$ cat config.mk
export PLATFORM = sky130hd
export DESIGN_NAME = arcade_video_timing
export DESIGN_NICKNAME = d
export VERILOG_FILES = /design/src/rtl/arcade_video_timing.sv
export SDC_FILE = /design/constraint.sdc
export NUM_CORES = 1
export LEC_CHECK = 0
export BUFFER_PORTS_ARGS = -buffer_cell sky130_fd_sc_hd__buf_2
export CAP_MARGIN = 25
export CORE_MARGIN = 2
export CORE_UTILIZATION = 51
export CTS_BUF_LIST = sky130_fd_sc_hd__clkbuf_8
export DETAILED_ROUTE_END_ITERATION = 16
export PLACE_DENSITY = 0.74
export SLEW_MARGIN = 20
export SYNTH_ARGS = -nofsm -noshare
export SYNTH_HDL_FRONTEND = slang
export SYNTH_SLANG_ARGS = --single-unit
$ cat constraint.sdc
create_clock -name clk -period 2.3 [get_ports clk]
set_input_delay 0.345 -clock clk [delete_from_list [all_inputs] [get_ports clk]]
set_output_delay 0.345 -clock clk [all_outputs]
set_load 0.02 [all_outputs]
$ cat src/rtl/arcade_video_timing.sv
// arcade_video_timing: 15 kHz arcade CRT timing (pixel enable, beam counters, blanking, syncs, csync).
// Define ARCADE_CSYNC_XOR_EN to build csync as ~(hsync ^ vsync) instead of ~(hsync | vsync).
module arcade_video_timing #(
  parameter int CLK_DIV  = 4,
  parameter int CNT_W    = 9,
  parameter int H_ACTIVE = 256,
  parameter int H_FP     = 16,
  parameter int H_SYNC   = 32,
  parameter int H_BP     = 80,
  parameter int V_ACTIVE = 224,
  parameter int V_FP     = 8,
  parameter int V_SYNC   = 3,
  parameter int V_BP     = 29
) (
  input  logic             clk,
  input  logic             reset,
  output logic             pix_ce,
  output logic [CNT_W-1:0] hcount,
  output logic [CNT_W-1:0] vcount,
  output logic             hblank,
  output logic             vblank,
  output logic             de,
  output logic             hsync,
  output logic             vsync,
  output logic             csync,
  output logic             line_start,
  output logic             frame_start
);
  localparam int H_TOTAL  = H_ACTIVE + H_FP + H_SYNC + H_BP;
  localparam int V_TOTAL  = V_ACTIVE + V_FP + V_SYNC + V_BP;
  localparam int HS_FIRST = H_ACTIVE + H_FP;
  localparam int HS_LAST  = HS_FIRST + H_SYNC - 1;
  localparam int VS_FIRST = V_ACTIVE + V_FP;
  localparam int VS_LAST  = VS_FIRST + V_SYNC - 1;
  localparam int DIV_W    = (CLK_DIV > 1) ? $clog2(CLK_DIV) : 1;
  localparam logic [DIV_W-1:0] DIV_LAST = DIV_W'(CLK_DIV - 1);

  logic [DIV_W-1:0] div_q, div_d;
  logic [CNT_W-1:0] hcount_q, hcount_d, vcount_q, vcount_d;
  logic pix_ce_q, pix_ce_d;
  logic hblank_q, hblank_d, vblank_q, vblank_d, de_q, de_d;
  logic hsync_q, hsync_d, vsync_q, vsync_d, csync_q, csync_d;
  logic line_start_q, line_start_d, frame_start_q, frame_start_d;
  logic h_wrap, v_wrap;

  always_comb begin
    div_d    = (div_q == DIV_LAST) ? '0 : div_q + DIV_W'(1);
    pix_ce_d = (div_d == DIV_LAST);
    h_wrap   = (hcount_q == CNT_W'(H_TOTAL - 1));
    v_wrap   = (vcount_q == CNT_W'(V_TOTAL - 1));
    hcount_d = hcount_q;
    vcount_d = vcount_q;
    if (pix_ce_q) begin
      hcount_d = h_wrap ? '0 : hcount_q + CNT_W'(1);
      if (h_wrap) vcount_d = v_wrap ? '0 : vcount_q + CNT_W'(1);
    end
    line_start_d  = pix_ce_q & h_wrap;
    frame_start_d = line_start_d & v_wrap;
    // Flags decode the next counter values so they line up with hcount/vcount.
    hblank_d = (hcount_d >= CNT_W'(H_ACTIVE));
    vblank_d = (vcount_d >= CNT_W'(V_ACTIVE));
    de_d     = ~hblank_d & ~vblank_d;
    hsync_d  = (hcount_d >= CNT_W'(HS_FIRST)) && (hcount_d <= CNT_W'(HS_LAST));
    vsync_d  = (vcount_d >= CNT_W'(VS_FIRST)) && (vcount_d <= CNT_W'(VS_LAST));
`ifdef ARCADE_CSYNC_XOR_EN
    csync_d  = ~(hsync_d ^ vsync_d);
`else
    csync_d  = ~(hsync_d | vsync_d);
`endif
  end

  always_ff @(posedge clk) begin
    if (reset) begin
      div_q         <= '0;
      hcount_q      <= '0;
      vcount_q      <= '0;
      pix_ce_q      <= 1'b0;
      hblank_q      <= 1'b0;
      vblank_q      <= 1'b0;
      de_q          <= 1'b1;
      hsync_q       <= 1'b0;
      vsync_q       <= 1'b0;
      csync_q       <= 1'b1;
      line_start_q  <= 1'b0;
      frame_start_q <= 1'b0;
    end else begin
      div_q         <= div_d;
      hcount_q      <= hcount_d;
      vcount_q      <= vcount_d;
      pix_ce_q      <= pix_ce_d;
      hblank_q      <= hblank_d;
      vblank_q      <= vblank_d;
      de_q          <= de_d;
      hsync_q       <= hsync_d;
      vsync_q       <= vsync_d;
      csync_q       <= csync_d;
      line_start_q  <= line_start_d;
      frame_start_q <= frame_start_d;
    end
  end

  assign pix_ce      = pix_ce_q;
  assign hcount      = hcount_q;
  assign vcount      = vcount_q;
  assign hblank      = hblank_q;
  assign vblank      = vblank_q;
  assign de          = de_q;
  assign hsync       = hsync_q;
  assign vsync       = vsync_q;
  assign csync       = csync_q;
  assign line_start  = line_start_q;
  assign frame_start = frame_start_q;
endmodule

* Word-level counts from Yosys, hierarchy flattened
Index checks and enable logic that the tools add are counted.
** Word-level totals
- Output and inout port bits :: 27
- Bits in registers :: 29
- Input port bits :: 2
** Operators by class
- Order comparisons :: 6
- Add/sub/neg operators :: 3
- Equal/unequal tests :: 4
- Reduce and logical (&&, ||, !) cells :: 2
- Bitwise gates (word level) :: 7
- Muxes and demuxes :: 6
** Operators with widths (count)
- 9-bit 2-to-1 mux :: 5
- 9-bit by 1-bit adder with 9-bit output, second input constant :: 2
- 9-bit equality test, second input constant :: 2
- 9-bit by 8-bit >= comparator with 1-bit output, second input constant :: 2
- 9-bit >= comparator, second input constant :: 2
- 9-bit by 8-bit less-or-equal comparator with 1-bit output, second input constant :: 1
- 9-bit less-or-equal comparator, second input constant :: 1
- 2-bit equality test, second input constant :: 2
- 1-bit bitwise AND :: 3
- 1-bit inverter :: 3
- 2-bit by 1-bit adder with 2-bit output, second input constant :: 1
- 1-bit logical AND :: 2
- 2-bit 2-to-1 mux :: 1
- 1-bit OR :: 1

* Longest topological paths before layout
Gate-level depths: netlist (run 1).
- Depth in word-level cells :: 8
- Gate-level depth with buffers :: 8
- Depth with buffers taken out :: 6

* Least setup slack after synthesis (run 1)
No wires, ideal clock.
- Kind :: reg-to-reg
- Start point :: reg hcount_q[0], in the netlist hcount[0]
- End point :: reg vblank_q, in the netlist vblank
- Cell stages (with the launch flop) :: 8
- Required time :: 2.185 ns
- Path buffers :: 1
- Path slack :: 0.186 ns
- Data arrival time :: 1.999 ns
- Clock period less this slack :: 2.114 ns
- Library setup time :: 0.115 ns
- Path through :: dfxtp_1 ha_1 buf_4 nand3_1 nor4_2 mux2_2 and2_4 a21o_2
** On the way
- Longest elaborated chain between the ends :: 4
** RTL lines
- from (decl) :: RTL line 39 : logic [CNT_W-1:0] hcount_q, hcount_d, vcount_q, vcount_d;
- from (signal assigned) :: RTL line 88 : hcount_q <= hcount_d;
- 9-bit equality test :: RTL line 49 : h_wrap = (hcount_q == CNT_W'(H_TOTAL - 1));
- 9-bit 2-to-1 mux :: RTL line 55 : if (h_wrap) vcount_d = v_wrap ? '0 : vcount_q + CNT_W'(1);
- 9-bit 2-to-1 mux :: RTL line 53 : if (pix_ce_q) begin
- 9-bit by 8-bit >= comparator with 1-bit output :: RTL line 61 : vblank_d = (vcount_d >= CNT_W'(V_ACTIVE));
- to (signal assigned) :: RTL line 92 : vblank_q <= vblank_d;
- to (decl) :: RTL line 41 : logic hblank_q, hblank_d, vblank_q, vblank_d, de_q, de_d;
No other way between the ends.
A chain may end at the register's enable or synchronous reset.

* Worst setup path after layout (run 1)
- Start point :: reg vcount_q[0], in the netlist vcount[0]
- End point :: reg csync_q, in the netlist csync
** On the way
- Longest elaborated chain between the ends :: 8
** RTL lines
- from (decl) :: RTL line 39
- from (signal assigned) :: RTL line 89 : vcount_q <= vcount_d;
- 9-bit by 1-bit adder with 9-bit output or 9-bit equality test (tied branches) :: RTL line 55, 50
- 9-bit 2-to-1 mux (2 in a row) :: RTL line 55
- 9-bit 2-to-1 mux * :: RTL line 53
- 9-bit by 8-bit >= comparator with 1-bit output or 9-bit by 8-bit less-or-equal comparator with 1-bit output (tied branches) :: RTL line 64 : vsync_d = (vcount_d >= CNT_W'(VS_FIRST)) && (vcount_d <= CNT_W'(VS_LAST));
- 1-bit logical AND * :: RTL line 64
- 1-bit OR * :: RTL line 68 : csync_d = ~(hsync_d | vsync_d);
- 1-bit inverter * :: RTL line 68
- to (signal assigned) :: RTL line 96 : csync_q <= csync_d;
- to (decl) :: RTL line 42 : logic hsync_q, hsync_d, vsync_q, vsync_d, csync_q, csync_d;
Mark *: on every way between the ends. The rest lies on a longest branch, timed or not.

==> impl_results.html, run 1 <==
<table>
<tr><th>Metric</th><th>Value</th></tr>
<tr><th colspan="2">STA</th></tr>
<tr><td>Number of endpoints failing setup at the final stage</td><td>0</td></tr>
<tr><td>Final max-slew violation count</td><td>0</td></tr>
<tr><td>Highest Clock Rate</td><td>0.484 GHz</td></tr>
<tr><td>Final period util</td><td>approximately 90%</td></tr>
<tr><td>RSZ-0062 raised after global routing</td><td>false</td></tr>
<tr><td>Total Negative Setup Slacks</td><td>0 ns</td></tr>
<tr><td>Time the worst path needs with I/O delays and setup</td><td>2.07 ns</td></tr>
<tr><td>Hold Fails Final Rpt</td><td>0</td></tr>
<tr><td>Slew of the pin with the lowest slew margin</td><td>0.482 ns</td></tr>
<tr><td>Max-slew headroom at the worst pin</td><td>67.9%</td></tr>
<tr><td>PnR worst setup slack</td><td>between 0.2 and 0.25 ns</td></tr>
<tr><td>Maximum clock skew at final layout</td><td>0.00812 ns</td></tr>
<tr><th colspan="2">Logic synthesis</th></tr>
<tr><td>Net count after synthesis</td><td>168</td></tr>
<tr><td>Top area cells in the synthesized netlist</td><td>dfxtp_1 37%, nor3_1 4.0%, nor2_1 3.7%</td></tr>
<tr><td>Most frequent cell after synthesis</td><td>dfxtp_1</td></tr>
<tr><td>Synthesis-stage register bit count</td><td>28</td></tr>
<tr><td>Ranking of synthesized cells by instance count</td><td>28 x dfxtp_1, 15 x nor2_1, 12 x nand2_1, 12 x nor3_1, 7 x nor2b_1</td></tr>
<tr><td>Most area-hungry cell type in the Yosys netlist</td><td>dfxtp_1</td></tr>
<tr><td>Yosys Warn Count</td><td>0</td></tr>
<tr><td>Post-synthesis instance area</td><td>1510 µm²</td></tr>
<tr><td>Proportion of netlist area held by the largest area contributor</td><td>37.2%</td></tr>
<tr><td>Distinct cell type count of the synthesized netlist</td><td>49</td></tr>
<tr><td>EDFF count, synth</td><td>0</td></tr>
<tr><td>Async SR Flop Fraction</td><td>0%</td></tr>
<tr><td>Syn avg cell area</td><td>9.30 µm²</td></tr>
<tr><td>Sequential-to-total area share from yosys stat</td><td>37.2%</td></tr>
<tr><td>Leading register cell type out of synthesis</td><td>dfxtp_1</td></tr>
<tr><td>Synthesized instance count</td><td>162</td></tr>
<tr><th colspan="2">Layout</th></tr>
<tr><td>Final Core Density</td><td>roughly 61%</td></tr>
<tr><td>Number of antenna diodes</td><td>0</td></tr>
<tr><td>Number of standard cells in the final layout excluding fillers</td><td>roughly 220</td></tr>
<tr><td>Share of final-layout standard cells stronger than drive strength 1</td><td>a little under a third</td></tr>
<tr><td>Final Net Count</td><td>193</td></tr>
<tr><td>Layout area overhead</td><td>13.0%</td></tr>
<tr><td>Fillcell total</td><td>about 240</td></tr>
<tr><th colspan="2">Die</th></tr>
<tr><td>Overall die area</td><td>3400 µm²</td></tr>
<tr><td>Row Count</td><td>19</td></tr>
<tr><td>Floorplan Core Area</td><td>2780 µm²</td></tr>
<tr><td>Starting utilization of the core area</td><td>54.2%</td></tr>
<tr><td>Ports</td><td>29</td></tr>
<tr><td>Die height</td><td>58.4 µm</td></tr>
<tr><td>Horizontal die dimension</td><td>58.4 µm</td></tr>
<tr><th colspan="2">Pwr</th></tr>
<tr><td>Pwr dens</td><td>about 540 nW/µm²</td></tr>
<tr><td>Combinational share of power</td><td>under 10%</td></tr>
<tr><td>Int Pwr</td><td>734 µW</td></tr>
<tr><td>Fraction of power spent switching nets</td><td>19.8%</td></tr>
<tr><td>Sequential Power Share</td><td>54.7%</td></tr>
<tr><td>Portion of total power attributed to the clock network</td><td>42.5%</td></tr>
<tr><td>Power spent charging and discharging nets</td><td>roughly 180 µW</td></tr>
<tr><td>Cell leakage power</td><td>0.000708 µW</td></tr>
<tr><td>Largest vdd supply drop</td><td>0.639 mV</td></tr>
<tr><td>Sum of internal, switching and leakage power</td><td>between 900 and 1000 µW</td></tr>
<tr><th colspan="2">Worst setup path</th></tr>
<tr><td>RR Startpoint</td><td>vcount[0]</td></tr>
<tr><td>Worst Setup Start Kind</td><td>register</td></tr>
<tr><td>Required time of the critical path</td><td>approximately 2.5 ns</td></tr>
<tr><td>Worst setup EP type</td><td>register</td></tr>
<tr><td>Type of the setup path with the least slack</td><td>reg2reg</td></tr>
<tr><td>Maximum net fanout on the critical path</td><td>7</td></tr>
<tr><td>Beginning of the critical path</td><td>vcount[0]</td></tr>
<tr><td>Worst reg2reg setup slack</td><td>0.23 ns</td></tr>
<tr><td>Worst path arrival time</td><td>2.26 ns</td></tr>
<tr><td>Reg2Reg Depth</td><td>6</td></tr>
<tr><th colspan="2">Drt</th></tr>
<tr><td>Routed Wire Length</td><td>~3.2 mm</td></tr>
<tr><td>Number of violations reported at the end of detailed-routing iteration 0</td><td>33</td></tr>
<tr><td>Drt pass-1 iters</td><td>4</td></tr>
<tr><td>Antenna Nets Post-Route</td><td>0</td></tr>
<tr><td>Routed via count divided by cell count</td><td>5.98</td></tr>
<tr><td>Number of remaining DRC errors</td><td>0</td></tr>
<tr><td>Total number of vias</td><td>1,297</td></tr>
<tr><td>Average detailed-routed wire length per instance</td><td>roughly 15 µm</td></tr>
<tr><th colspan="2">Global routing</th></tr>
<tr><td>First-pass GRT wire length</td><td>5.37 mm</td></tr>
<tr><td>Via count of the first global-routing pass</td><td>1,163</td></tr>
<tr><td>Pin count of the biggest net entering global routing</td><td>26</td></tr>
<tr><td>Residual overflow from global routing</td><td>0</td></tr>
<tr><td>GRT Total Usage</td><td>20.4%</td></tr>
<tr><td>Antenna violations before repair</td><td>0</td></tr>
<tr><th colspan="2">CTS</th></tr>
<tr><td>Total clock sinks</td><td>28</td></tr>
<tr><td>H-Tree Level Count</td><td>1</td></tr>
<tr><td>Clock-pin slew on the worst setup and hold paths</td><td>0.10 ns</td></tr>
<tr><td>Bufs on Longest Clock Path</td><td>2</td></tr>
<tr><td>CTS tree</td><td>done</td></tr>
<tr><td>Resized cells post-CTS</td><td>0</td></tr>
<tr><td>Number of CTS-inserted buffers</td><td>3</td></tr>
<tr><td>Clock latency on the worst-skew pair</td><td>roughly 0.28 ns</td></tr>
<tr><td>Count of hold buffers inserted by post-cts repair</td><td>0</td></tr>
<tr><td>Clock Tree Root</td><td>clkbuf_8</td></tr>
<tr><td>Buffers inserted by post-CTS timing repair</td><td>0</td></tr>
<tr><th colspan="2">Worst hold path</th></tr>
<tr><td>Hold Path Cell Cnt</td><td>1</td></tr>
<tr><td>Worst hold start</td><td>div_q[0]</td></tr>
<tr><td>Type of the most critical hold path</td><td>reg2reg</td></tr>
<tr><th colspan="2">Placed design</th></tr>
<tr><td>GPL Wtd Cong</td><td>approximately 0.9</td></tr>
<tr><td>Number of placed instances, taps included</td><td>213</td></tr>
<tr><td>Worst slack, placed</td><td>0.270 ns</td></tr>
<tr><td>Final HPWL DP</td><td>2.30 mm</td></tr>
<tr><td>Total of buffers placed on input and output ports</td><td>28</td></tr>
<tr><th colspan="2">Outcome</th></tr>
<tr><td>Result of the run</td><td>completed</td></tr>
<tr><th colspan="2">Flow run</th></tr>
<tr><td>Maximum Capacitance Violations</td><td>0</td></tr>
</table>
worst paths after layout:
| path | end |
|---|---|
| worst min register to register | div_q[0] |
| worst max-delay path | csync |
| worst min-delay path | div_q[0] |
| worst max register to register | csync |
power groups by stage:
stage               Clock (µW)  Combinational, µW  Sequential (µW)
floorplan                    0               21.6              511
global placement             0               25.7              511
detailed placement           0               26.4              512
CTS                        395               26.5              501
global route               409               28.9              502
finish                     389               25.6              501
flip-flops by register name, indices dropped and copies added, names as in the netlist:
| register | count |
|---|---|
| vsync | 1 |
| de | 1 |
| vblank | 1 |
| hcount | 9 |
| hsync | 1 |
| line_start | 1 |
| vcount | 9 |
| pix_ce | 1 |
| div_q | 2 |
| frame_start | 1 |
| csync | 1 |
kinds of logic (layout without fill, tap and decap cells):
| kind of cell | count (synthesis) | count (layout) | synth area share (%) |
|---|---|---|---|
| and+or+nand+nor | 76 | 76 | 30.2 |
| adders and majority gates | 4 | 4 | 3.32 |
| DFF | 28 | 28 | 37.2 |
| xor gates and xnor gates | 9 | 9 | 5.23 |
| muxes | 5 | 5 | 3.57 |
| AOI/OAI and AO/OA | 27 | 27 | 14.9 |
| buffers and inverters | 13 | 37 | 5.56 |
critical path: stages, from the launching register on:
cell and delay [ns]:
dfxtp_1 0.43, ha_1 0.33, nand3_2 0.16, or3_1 0.45
nor4_2 0.29, a211oi_2 0.08, a41oi_1 0.23
metrics by stage:
step                      instance area [µm²]  hold WS (ns)
after global placement                   1630         0.435
final                                    1700         0.458
after CTS                                1700         0.462
after global routing                     1700         0.481
after floorplan                          1510         0.425
after detailed placement                 1630         0.449
final cells by class:
cell class / count / area, µm² / share of cell area (%)
Clock buffer: 3 / 41.3 / 2.42
Tap cell: 31 / 38.8 / 2.28
Timing Repair Buffer: 31 / 163 / 9.55
Inverter: 2 / 7.51 / 0.441
Sequential cell: 28 / 561 / 32.9
Multi-Input combinational cell: 121 / 862 / 50.6
Clock inverter: 1 / 30.0 / 1.76
cells in the final DEF, fill, tap and decap left out, types with 2 or more instances in the layout:
cell type	instances
mux2_2	3
xnor2_1	4
mux2i_1	2
o21ai_0	2
a22oi_1	2
buf_2	28
nor4_2	3
nor3_1	12
buf_4	3
nand3_2	2
nand4_1	4
clkbuf_8	3
a21oi_1	6
dfxtp_1	28
ha_1	4
or3_1	2
nor2b_1	7
nor2_1	15
nand3_1	6
a211oi_2	2
and4_1	2
xor2_1	5
a41o_2	2
inv_1	2
nand2b_1	2
nand2_1	12
routing by layer:
layer / routed length (µm) / track usage [%] / vias up
met3: 184 / 3.52 / 13
met5: 0 / 0 / -
met4: 81 / 8.64 / 0
met1: 1480 / 28.0 / 598
li1: - / - / 633
met2: 1450 / 31.8 / 53
Note: power is estimated with default switching activity, not from simulation.
==> run 2, diff against run 1 <==
REMOVE_ABC_BUFFERS = 1   (was not set)
==> impl_results.html, run 2 (synthesis results as in run 1) <==
<table>
<tr><th>Metric</th><th>Value</th></tr>
<tr><th colspan="2">Drt</th></tr>
<tr><td>Average detailed-routed wire length per instance</td><td>14.5 µm (-1.9%)</td></tr>
<tr><td>Drt pass-1 iters</td><td>4 (unchanged)</td></tr>
<tr><td>Number of violations reported at the end of detailed-routing iteration 0</td><td>63 (+91%)</td></tr>
<tr><td>Routed via count divided by cell count</td><td>5.90 (-1.3%)</td></tr>
<tr><td>Routed Wire Length</td><td>3.14 mm (-1.9%)</td></tr>
<tr><td>Number of remaining DRC errors</td><td>0 (unchanged)</td></tr>
<tr><td>Antenna Nets Post-Route</td><td>0 (unchanged)</td></tr>
<tr><td>Total number of vias</td><td>1,280 (-1.3%)</td></tr>
<tr><th colspan="2">STA</th></tr>
<tr><td>Slew of the pin with the lowest slew margin</td><td>0.473 ns (-0.00845 ns)</td></tr>
<tr><td>RSZ-0062 raised after global routing</td><td>false</td></tr>
<tr><td>Final period util</td><td>88.6% (-1.2 points)</td></tr>
<tr><td>Hold Fails Final Rpt</td><td>0 (unchanged)</td></tr>
<tr><td>Total Negative Setup Slacks</td><td>0 ns (unchanged)</td></tr>
<tr><td>Max-slew headroom at the worst pin</td><td>68.4% (+0.56 points)</td></tr>
<tr><td>Highest Clock Rate</td><td>0.491 GHz (+1.3%)</td></tr>
<tr><td>Maximum clock skew at final layout</td><td>0.00377 ns (-0.00434 ns)</td></tr>
<tr><td>Time the worst path needs with I/O delays and setup</td><td>2.04 ns (-0.0267 ns)</td></tr>
<tr><td>Final max-slew violation count</td><td>0 (unchanged)</td></tr>
<tr><td>Number of endpoints failing setup at the final stage</td><td>0 (unchanged)</td></tr>
<tr><th colspan="2">Placed design</th></tr>
<tr><td>GPL Wtd Cong</td><td>0.862 (-2.0%)</td></tr>
<tr><td>Final HPWL DP</td><td>2.26 mm (-2.0%)</td></tr>
<tr><td>Post-placement cell area</td><td>1630 µm² (unchanged)</td></tr>
<tr><td>Total of buffers placed on input and output ports</td><td>28 (unchanged)</td></tr>
<tr><th colspan="2">Global routing</th></tr>
<tr><td>Pin count of the biggest net entering global routing</td><td>26 (unchanged)</td></tr>
<tr><td>Residual overflow from global routing</td><td>0 (unchanged)</td></tr>
<tr><td>First-pass GRT wire length</td><td>5.11 mm (-4.8%)</td></tr>
<tr><td>Antenna violations before repair</td><td>0 (unchanged)</td></tr>
<tr><td>GRT Total Usage</td><td>19.1% (-1.3 points)</td></tr>
<tr><td>Via count of the first global-routing pass</td><td>1,086 (-6.6%)</td></tr>
<tr><th colspan="2">Worst setup path</th></tr>
<tr><td>RR Startpoint</td><td>hcount[0]</td></tr>
<tr><td>Worst setup EP type</td><td>register</td></tr>
<tr><td>Slowest stage cell on the critical path</td><td>dfxtp_1</td></tr>
<tr><td>Required time of the critical path</td><td>2.53 ns (+0.04 ns)</td></tr>
<tr><td>Logic depth of the worst setup path including buffers</td><td>7 (+1)</td></tr>
<tr><td>CP bufs+invs</td><td>1 (+1)</td></tr>
<tr><td>Worst reg2reg setup slack</td><td>0.26 ns (+0.03 ns)</td></tr>
<tr><td>Cell family with the largest share of critical-path delay</td><td>simple AND/OR/NAND/NOR gates</td></tr>
<tr><td>Beginning of the critical path</td><td>hcount[0]</td></tr>
<tr><td>Max incr delay on CP</td><td>0.43 ns (-0.02 ns)</td></tr>
<tr><td>Reg-to-reg critical path endpoint</td><td>vsync</td></tr>
<tr><td>Cell-by-cell trace of the critical path</td><td>ha_1 -&gt; buf_4 -&gt; and3_1 -&gt; nand3_2 -&gt; mux2i_1 -&gt; a211oi_2 -&gt; and4_1</td></tr>
<tr><td>Termination of the worst setup path</td><td>vsync</td></tr>
<tr><td>Maximum net fanout on the critical path</td><td>9 (+2)</td></tr>
<tr><td>Worst Setup Start Kind</td><td>register</td></tr>
<tr><td>Reg2Reg Depth</td><td>7 (+1)</td></tr>
<tr><td>Type of the setup path with the least slack</td><td>reg2reg</td></tr>
<tr><td>Worst path arrival time</td><td>2.26 ns (about the same)</td></tr>
<tr><th colspan="2">CTS</th></tr>
<tr><td>Count of hold buffers inserted by post-cts repair</td><td>0 (unchanged)</td></tr>
<tr><td>Clock Tree Root</td><td>clkbuf_8</td></tr>
<tr><td>Resized cells post-CTS</td><td>0 (unchanged)</td></tr>
<tr><td>Buffers inserted by post-CTS timing repair</td><td>0 (unchanged)</td></tr>
<tr><td>Clock latency on the worst-skew pair</td><td>0.28 ns (about the same)</td></tr>
<tr><td>Clock-pin slew on the worst setup and hold paths</td><td>0.10 ns (about the same)</td></tr>
<tr><td>CTS tree</td><td>done</td></tr>
<tr><td>Number of CTS-inserted buffers</td><td>3 (unchanged)</td></tr>
<tr><td>H-Tree Level Count</td><td>1 (unchanged)</td></tr>
<tr><td>Total clock sinks</td><td>28 (unchanged)</td></tr>
<tr><td>Bufs on Longest Clock Path</td><td>2 (unchanged)</td></tr>
<tr><th colspan="2">Layout</th></tr>
<tr><td>Fillcell total</td><td>235 (-0.84%)</td></tr>
<tr><td>Number of antenna diodes</td><td>0 (unchanged)</td></tr>
<tr><td>Final Net Count</td><td>193 (unchanged)</td></tr>
<tr><td>Share of final-layout standard cells stronger than drive strength 1</td><td>30.6% (unchanged)</td></tr>
<tr><td>Layout area overhead</td><td>13.0% (unchanged)</td></tr>
<tr><td>Commonest non-fill, non-tap cells in the layout</td><td>28 x dfxtp_1, 28 x buf_2, 15 x nor2_1</td></tr>
<tr><td>Post-layout instance area</td><td>1700 µm² (unchanged)</td></tr>
<tr><th colspan="2">Die</th></tr>
<tr><td>Ports</td><td>29 (unchanged)</td></tr>
<tr><td>Starting utilization of the core area</td><td>54.2% (unchanged)</td></tr>
<tr><td>Overall die area</td><td>3400 µm² (unchanged)</td></tr>
<tr><td>Row Count</td><td>19 (unchanged)</td></tr>
<tr><td>Floorplan Core Area</td><td>2780 µm² (unchanged)</td></tr>
<tr><td>Horizontal die dimension</td><td>58.4 µm (unchanged)</td></tr>
<tr><td>Die height</td><td>58.4 µm (unchanged)</td></tr>
<tr><th colspan="2">Pwr</th></tr>
<tr><td>Fraction of power spent switching nets</td><td>20.2% (+0.38 points)</td></tr>
<tr><td>Pwr dens</td><td>540 nW/µm² (+0.50%)</td></tr>
<tr><td>Power spent charging and discharging nets</td><td>186 µW (+2.4%)</td></tr>
<tr><td>Cell leakage power</td><td>0.000708 µW (unchanged)</td></tr>
<tr><td>Sequential Power Share</td><td>54.4% (-0.3 points)</td></tr>
<tr><td>Largest vdd supply drop</td><td>0.431 mV (-33%)</td></tr>
<tr><td>Portion of total power attributed to the clock network</td><td>42.8% (+0.3 points)</td></tr>
<tr><td>Combinational share of power</td><td>2.8% (about the same)</td></tr>
<tr><td>Int Pwr</td><td>735 µW (about the same)</td></tr>
<tr><th colspan="2">Flow run</th></tr>
<tr><td>Maximum Capacitance Violations</td><td>0 (unchanged)</td></tr>
<tr><th colspan="2">Outcome</th></tr>
<tr><td>Result of the run</td><td>completed</td></tr>
<tr><th colspan="2">Worst hold path</th></tr>
<tr><td>Type of the most critical hold path</td><td>reg2reg</td></tr>
<tr><td>Hold Path Cell Cnt</td><td>1 (unchanged)</td></tr>
</table>
==> run 2: cell counts in the layout (fill, tap and decap cells not counted) <==
No cell type changed its count.
==> run 2: worst min path at each step <==
stage / endpoint / start
2_1_floorplan: div_q[1] / reset
3_3_place_gp: div_q[0] / div_q[0]
3_5_place_dp: div_q[0] / div_q[0]
4_1_cts: div_q[0] / div_q[0]
5_1_grt: div_q[0] / div_q[0]
6_report: div_q[0] / div_q[0]
==> run 2: power groups by stage <==
stage / Clock [µW] / Combinational (µW) / Sequential, µW
after floorplan: 0 / 10.8 / 514
after global placement: 0 / 25.3 / 511
after detailed placement: 0 / 26.1 / 512
after CTS: 391 / 26.3 / 501
after global routing: 414 / 28.6 / 502
final: 394 / 25.8 / 501
==> run 2: routing by layer <==
layer  vias to the layer above  track usage (%)  share of wire (%)
met1                       604             28.6                 47
li1                        637                -                  -
met2                        34             29.5                 47
met4                         0             3.99               0.48
met3                         5             2.64                5.5
met5                         -                0                  0
==> run 2: cell type report <==
type                            count  area [µm²]  share of cell area, %
Clock inverter                      1        30.0                   1.76
Multi-Input combinational cell    121         862                   50.6
Sequential cell                    28         561                   32.9
Timing Repair Buffer               31         163                   9.55
Clock buffer                        3        41.3                   2.42
Inverter                            2        7.51                  0.441
Tap cell                           31        38.8                   2.28
==> run 2: metrics by stage <==
| step | power, µW | utilization (%) | hold slack (ns) | std cells | worst slack [ns] |
|---|---|---|---|---|---|
| final | 920 | 61.2 | 0.468 | 217 | 0.261 |
| after floorplan | 525 | - | 0.412 | 151 | 0.133 |
| after detailed placement | 538 | 58.7 | 0.458 | 213 | 0.278 |
| after CTS | 918 | 61.2 | 0.473 | 217 | 0.263 |
| after global routing | 945 | 61.2 | 0.493 | 217 | 0.0169 |
| after global placement | 536 | 58.7 | 0.434 | 213 | 0.300 |
==> run 3, diff against run 2 <==
clock period = 2.4 ns   (was 2.3 ns; I/O delays follow)
==> impl_results.html, run 3 (synthesis results as in run 1) <==
<table>
<tr><th>Metric</th><th>Value</th></tr>
<tr><th colspan="2">STA</th></tr>
<tr><td>Number of endpoints failing setup at the final stage</td><td>0 (unchanged)</td></tr>
<tr><td>Max-slew headroom at the worst pin</td><td>66.3% (-2.1 points)</td></tr>
<tr><td>Final max-slew violation count</td><td>0 (unchanged)</td></tr>
<tr><td>RSZ-0062 raised after global routing</td><td>false</td></tr>
<tr><td>Slew of the pin with the lowest slew margin</td><td>0.501 ns (+0.0272 ns)</td></tr>
<tr><td>Time the worst path needs with I/O delays and setup</td><td>2.15 ns (+0.114 ns)</td></tr>
<tr><td>Total Negative Setup Slacks</td><td>0 ns (unchanged)</td></tr>
<tr><td>PnR worst setup slack</td><td>0.247 ns (-0.0144 ns)</td></tr>
<tr><td>Maximum clock skew at final layout</td><td>0.00365 ns (-0.000125 ns)</td></tr>
<tr><td>Highest Clock Rate</td><td>0.464 GHz (-5.3%)</td></tr>
<tr><td>Final period util</td><td>89.7% (+1.1 points)</td></tr>
<tr><td>Hold Fails Final Rpt</td><td>0 (unchanged)</td></tr>
<tr><th colspan="2">CTS</th></tr>
<tr><td>Count of hold buffers inserted by post-cts repair</td><td>0 (unchanged)</td></tr>
<tr><td>Number of CTS-inserted buffers</td><td>3 (unchanged)</td></tr>
<tr><td>Buffers inserted by post-CTS timing repair</td><td>0 (unchanged)</td></tr>
<tr><td>Resized cells post-CTS</td><td>0 (unchanged)</td></tr>
<tr><td>H-Tree Level Count</td><td>1 (unchanged)</td></tr>
<tr><td>Clock Tree Root</td><td>clkbuf_8</td></tr>
<tr><td>Total clock sinks</td><td>28 (unchanged)</td></tr>
<tr><td>Bufs on Longest Clock Path</td><td>2 (unchanged)</td></tr>
<tr><td>Clock latency on the worst-skew pair</td><td>0.28 ns (about the same)</td></tr>
<tr><td>CTS tree</td><td>done</td></tr>
<tr><td>Clock-pin slew on the worst setup and hold paths</td><td>0.09 ns (about the same)</td></tr>
<tr><th colspan="2">Pwr</th></tr>
<tr><td>Portion of total power attributed to the clock network</td><td>42.2% (-0.6 points)</td></tr>
<tr><td>Int Pwr</td><td>704 µW (-4.2%)</td></tr>
<tr><td>Cell leakage power</td><td>0.000703 µW (-0.77%)</td></tr>
<tr><td>Sequential Power Share</td><td>55.0% (+0.6 points)</td></tr>
<tr><td>Power spent charging and discharging nets</td><td>169 µW (-9.1%)</td></tr>
<tr><td>Pwr dens</td><td>515 nW/µm² (-4.8%)</td></tr>
<tr><td>Combinational share of power</td><td>2.8% (about the same)</td></tr>
<tr><td>Fraction of power spent switching nets</td><td>19.3% (-0.84 points)</td></tr>
<tr><td>Largest vdd supply drop</td><td>0.552 mV (+28%)</td></tr>
<tr><th colspan="2">Drt</th></tr>
<tr><td>Antenna Nets Post-Route</td><td>0 (unchanged)</td></tr>
<tr><td>Total number of vias</td><td>1,284 (+0.31%)</td></tr>
<tr><td>Routed Wire Length</td><td>3.17 mm (+1.1%)</td></tr>
<tr><td>Number of violations reported at the end of detailed-routing iteration 0</td><td>35 (-44%)</td></tr>
<tr><td>Average detailed-routed wire length per instance</td><td>14.7 µm (+1.6%)</td></tr>
<tr><td>Routed via count divided by cell count</td><td>5.94 (+0.78%)</td></tr>
<tr><td>Number of remaining DRC errors</td><td>0 (unchanged)</td></tr>
<tr><td>Drt pass-1 iters</td><td>4 (unchanged)</td></tr>
<tr><th colspan="2">Global routing</th></tr>
<tr><td>Met1 layer usage reported by global route</td><td>27.2% (-1.4 points)</td></tr>
<tr><td>Via count of the first global-routing pass</td><td>1,186 (+9.2%)</td></tr>
<tr><td>First-pass GRT wire length</td><td>5.29 mm (+3.4%)</td></tr>
<tr><td>Residual overflow from global routing</td><td>0 (unchanged)</td></tr>
<tr><td>GRT Total Usage</td><td>19.8% (+0.64 points)</td></tr>
<tr><td>Antenna violations before repair</td><td>0 (unchanged)</td></tr>
<tr><td>Global Route met3 Usage</td><td>3.96% (+1.3 points)</td></tr>
<tr><td>Met2 Usage GRT</td><td>31.8% (+2.2 points)</td></tr>
<tr><td>Pin count of the biggest net entering global routing</td><td>26 (unchanged)</td></tr>
<tr><td>Busiest layer in global routing</td><td>met2</td></tr>
<tr><th colspan="2">Die</th></tr>
<tr><td>Floorplan Core Area</td><td>2780 µm² (unchanged)</td></tr>
<tr><td>Starting utilization of the core area</td><td>54.2% (unchanged)</td></tr>
<tr><td>Overall die area</td><td>3400 µm² (unchanged)</td></tr>
<tr><td>Ports</td><td>29 (unchanged)</td></tr>
<tr><td>Horizontal die dimension</td><td>58.4 µm (unchanged)</td></tr>
<tr><td>Die height</td><td>58.4 µm (unchanged)</td></tr>
<tr><td>Row Count</td><td>19 (unchanged)</td></tr>
<tr><th colspan="2">Layout</th></tr>
<tr><td>Share of final-layout standard cells stronger than drive strength 1</td><td>30.3% (-0.37 points)</td></tr>
<tr><td>Final Net Count</td><td>192 (-0.52%)</td></tr>
<tr><td>Number of antenna diodes</td><td>0 (unchanged)</td></tr>
<tr><td>Layout area overhead</td><td>12.5%</td></tr>
<tr><td>Commonest non-fill, non-tap cells in the layout</td><td>28 x dfxtp_1, 28 x buf_2, 15 x nor2_1</td></tr>
<tr><th colspan="2">Outcome</th></tr>
<tr><td>Result of the run</td><td>completed</td></tr>
<tr><th colspan="2">Worst setup path</th></tr>
<tr><td>Worst path arrival time</td><td>2.28 ns (+0.02 ns)</td></tr>
<tr><td>Slowest stage cell on the critical path</td><td>dfxtp_1</td></tr>
<tr><td>Type of the setup path with the least slack</td><td>reg2reg</td></tr>
<tr><td>Reg-to-reg critical path endpoint</td><td>csync</td></tr>
<tr><td>Cell-by-cell trace of the critical path</td><td>nand3_1 -&gt; nor3_4 -&gt; nand2_1 -&gt; o31ai_1 -&gt; a41oi_1</td></tr>
<tr><td>CP bufs+invs</td><td>0 (-1)</td></tr>
<tr><td>Worst reg2reg setup slack</td><td>0.25 ns (about the same)</td></tr>
<tr><td>Worst Setup Start Kind</td><td>register</td></tr>
<tr><td>RR Startpoint</td><td>hcount[5]</td></tr>
<tr><td>Max incr delay on CP</td><td>0.59 ns (+0.16 ns)</td></tr>
<tr><td>Maximum net fanout on the critical path</td><td>11 (+2)</td></tr>
<tr><td>Reg2Reg Depth</td><td>5 (-2)</td></tr>
<tr><td>Worst setup EP type</td><td>register</td></tr>
<tr><td>Required time of the critical path</td><td>2.53 ns (about the same)</td></tr>
<tr><td>Cell family with the largest share of critical-path delay</td><td>simple AND/OR/NAND/NOR gates</td></tr>
<tr><th colspan="2">Worst hold path</th></tr>
<tr><td>Type of the most critical hold path</td><td>reg2reg</td></tr>
<tr><td>Hold Path Cell Cnt</td><td>1 (unchanged)</td></tr>
<tr><td>Worst hold start</td><td>div_q[0]</td></tr>
<tr><td>Hold Path Sink</td><td>div_q[0]</td></tr>
<tr><th colspan="2">Flow run</th></tr>
<tr><td>Maximum Capacitance Violations</td><td>0 (unchanged)</td></tr>
<tr><th colspan="2">Placed design</th></tr>
<tr><td>Final HPWL DP</td><td>2.31 mm (+2.4%)</td></tr>
<tr><td>Total of buffers placed on input and output ports</td><td>28 (unchanged)</td></tr>
<tr><td>Worst slack, placed</td><td>0.354 ns (+0.0761 ns)</td></tr>
<tr><td>GPL Wtd Cong</td><td>0.857 (-0.58%)</td></tr>
</table>
==> run 3: cell types whose count changed in the layout (fill, tap and decap cells not counted), sizes merged <==
cell	delta
buf	-1
==> run 3: area by class of cell <==
class / count / area (µm²)
fillers: 250 / 1090
multi-input cells: 121 / 862
flip-flops and latches: 28 / 561
repair buffers: 30 / 155
clock buffers: 3 / 41.3
well taps: 31 / 38.8
clock inverters: 1 / 30.0
inverters: 2 / 7.51
==> run 3: worst max path at each step <==
stage	startpoint	end	slack, ns	cells past startpoint
3_5_place_dp	hcount[0]	csync	0.35	6
4_1_cts	hcount[0]	csync	0.29	6
6_report	hcount[5]	csync	0.25	5
3_3_place_gp	hcount[0]	csync	0.36	6
2_1_floorplan	hcount[0]	vblank	0.23	6
5_1_grt	hcount[0]	csync	0.09	6
==> run 3: power groups by stage <==
stage               Sequential, µW  Clock (µW)  Combinational [µW]
floorplan                      492           0                10.4
global placement               490           0                24.2
detailed placement             491           0                25.1
CTS                            480         376                25.0
global route                   482         393                27.4
finish                         480         368                24.5
==> run 3: through the flow <==
step / hold WS (ns) / power (µW) / std cells / utilization (%) / cell area, µm²
6_report: 0.469 / 873 / 216 / 61.0 / 1700
5_1_grt: 0.503 / 902 / 216 / 61.0 / 1700
4_1_cts: 0.470 / 881 / 216 / 61.0 / 1700
3_5_place_dp: 0.456 / 516 / 212 / 58.4 / 1620
3_3_place_gp: 0.434 / 514 / 212 / 58.4 / 1620
2_1_floorplan: 0.421 / 503 / 151 / - / 1430
==> run 3: routing by layer <==
layer  share of wire (%)  up-vias
li1                    -      640
met1                  46      612
met2                  49       28
met3                 4.5        4
met4                0.72        0
met5                   0        -
==> run 3: worst reg2reg max path: cells and delay by family (launching register included) <==
family	cells	cell delay, ns
flops	1	0.59
simple gates	3	0.73
compound gates	2	0.68
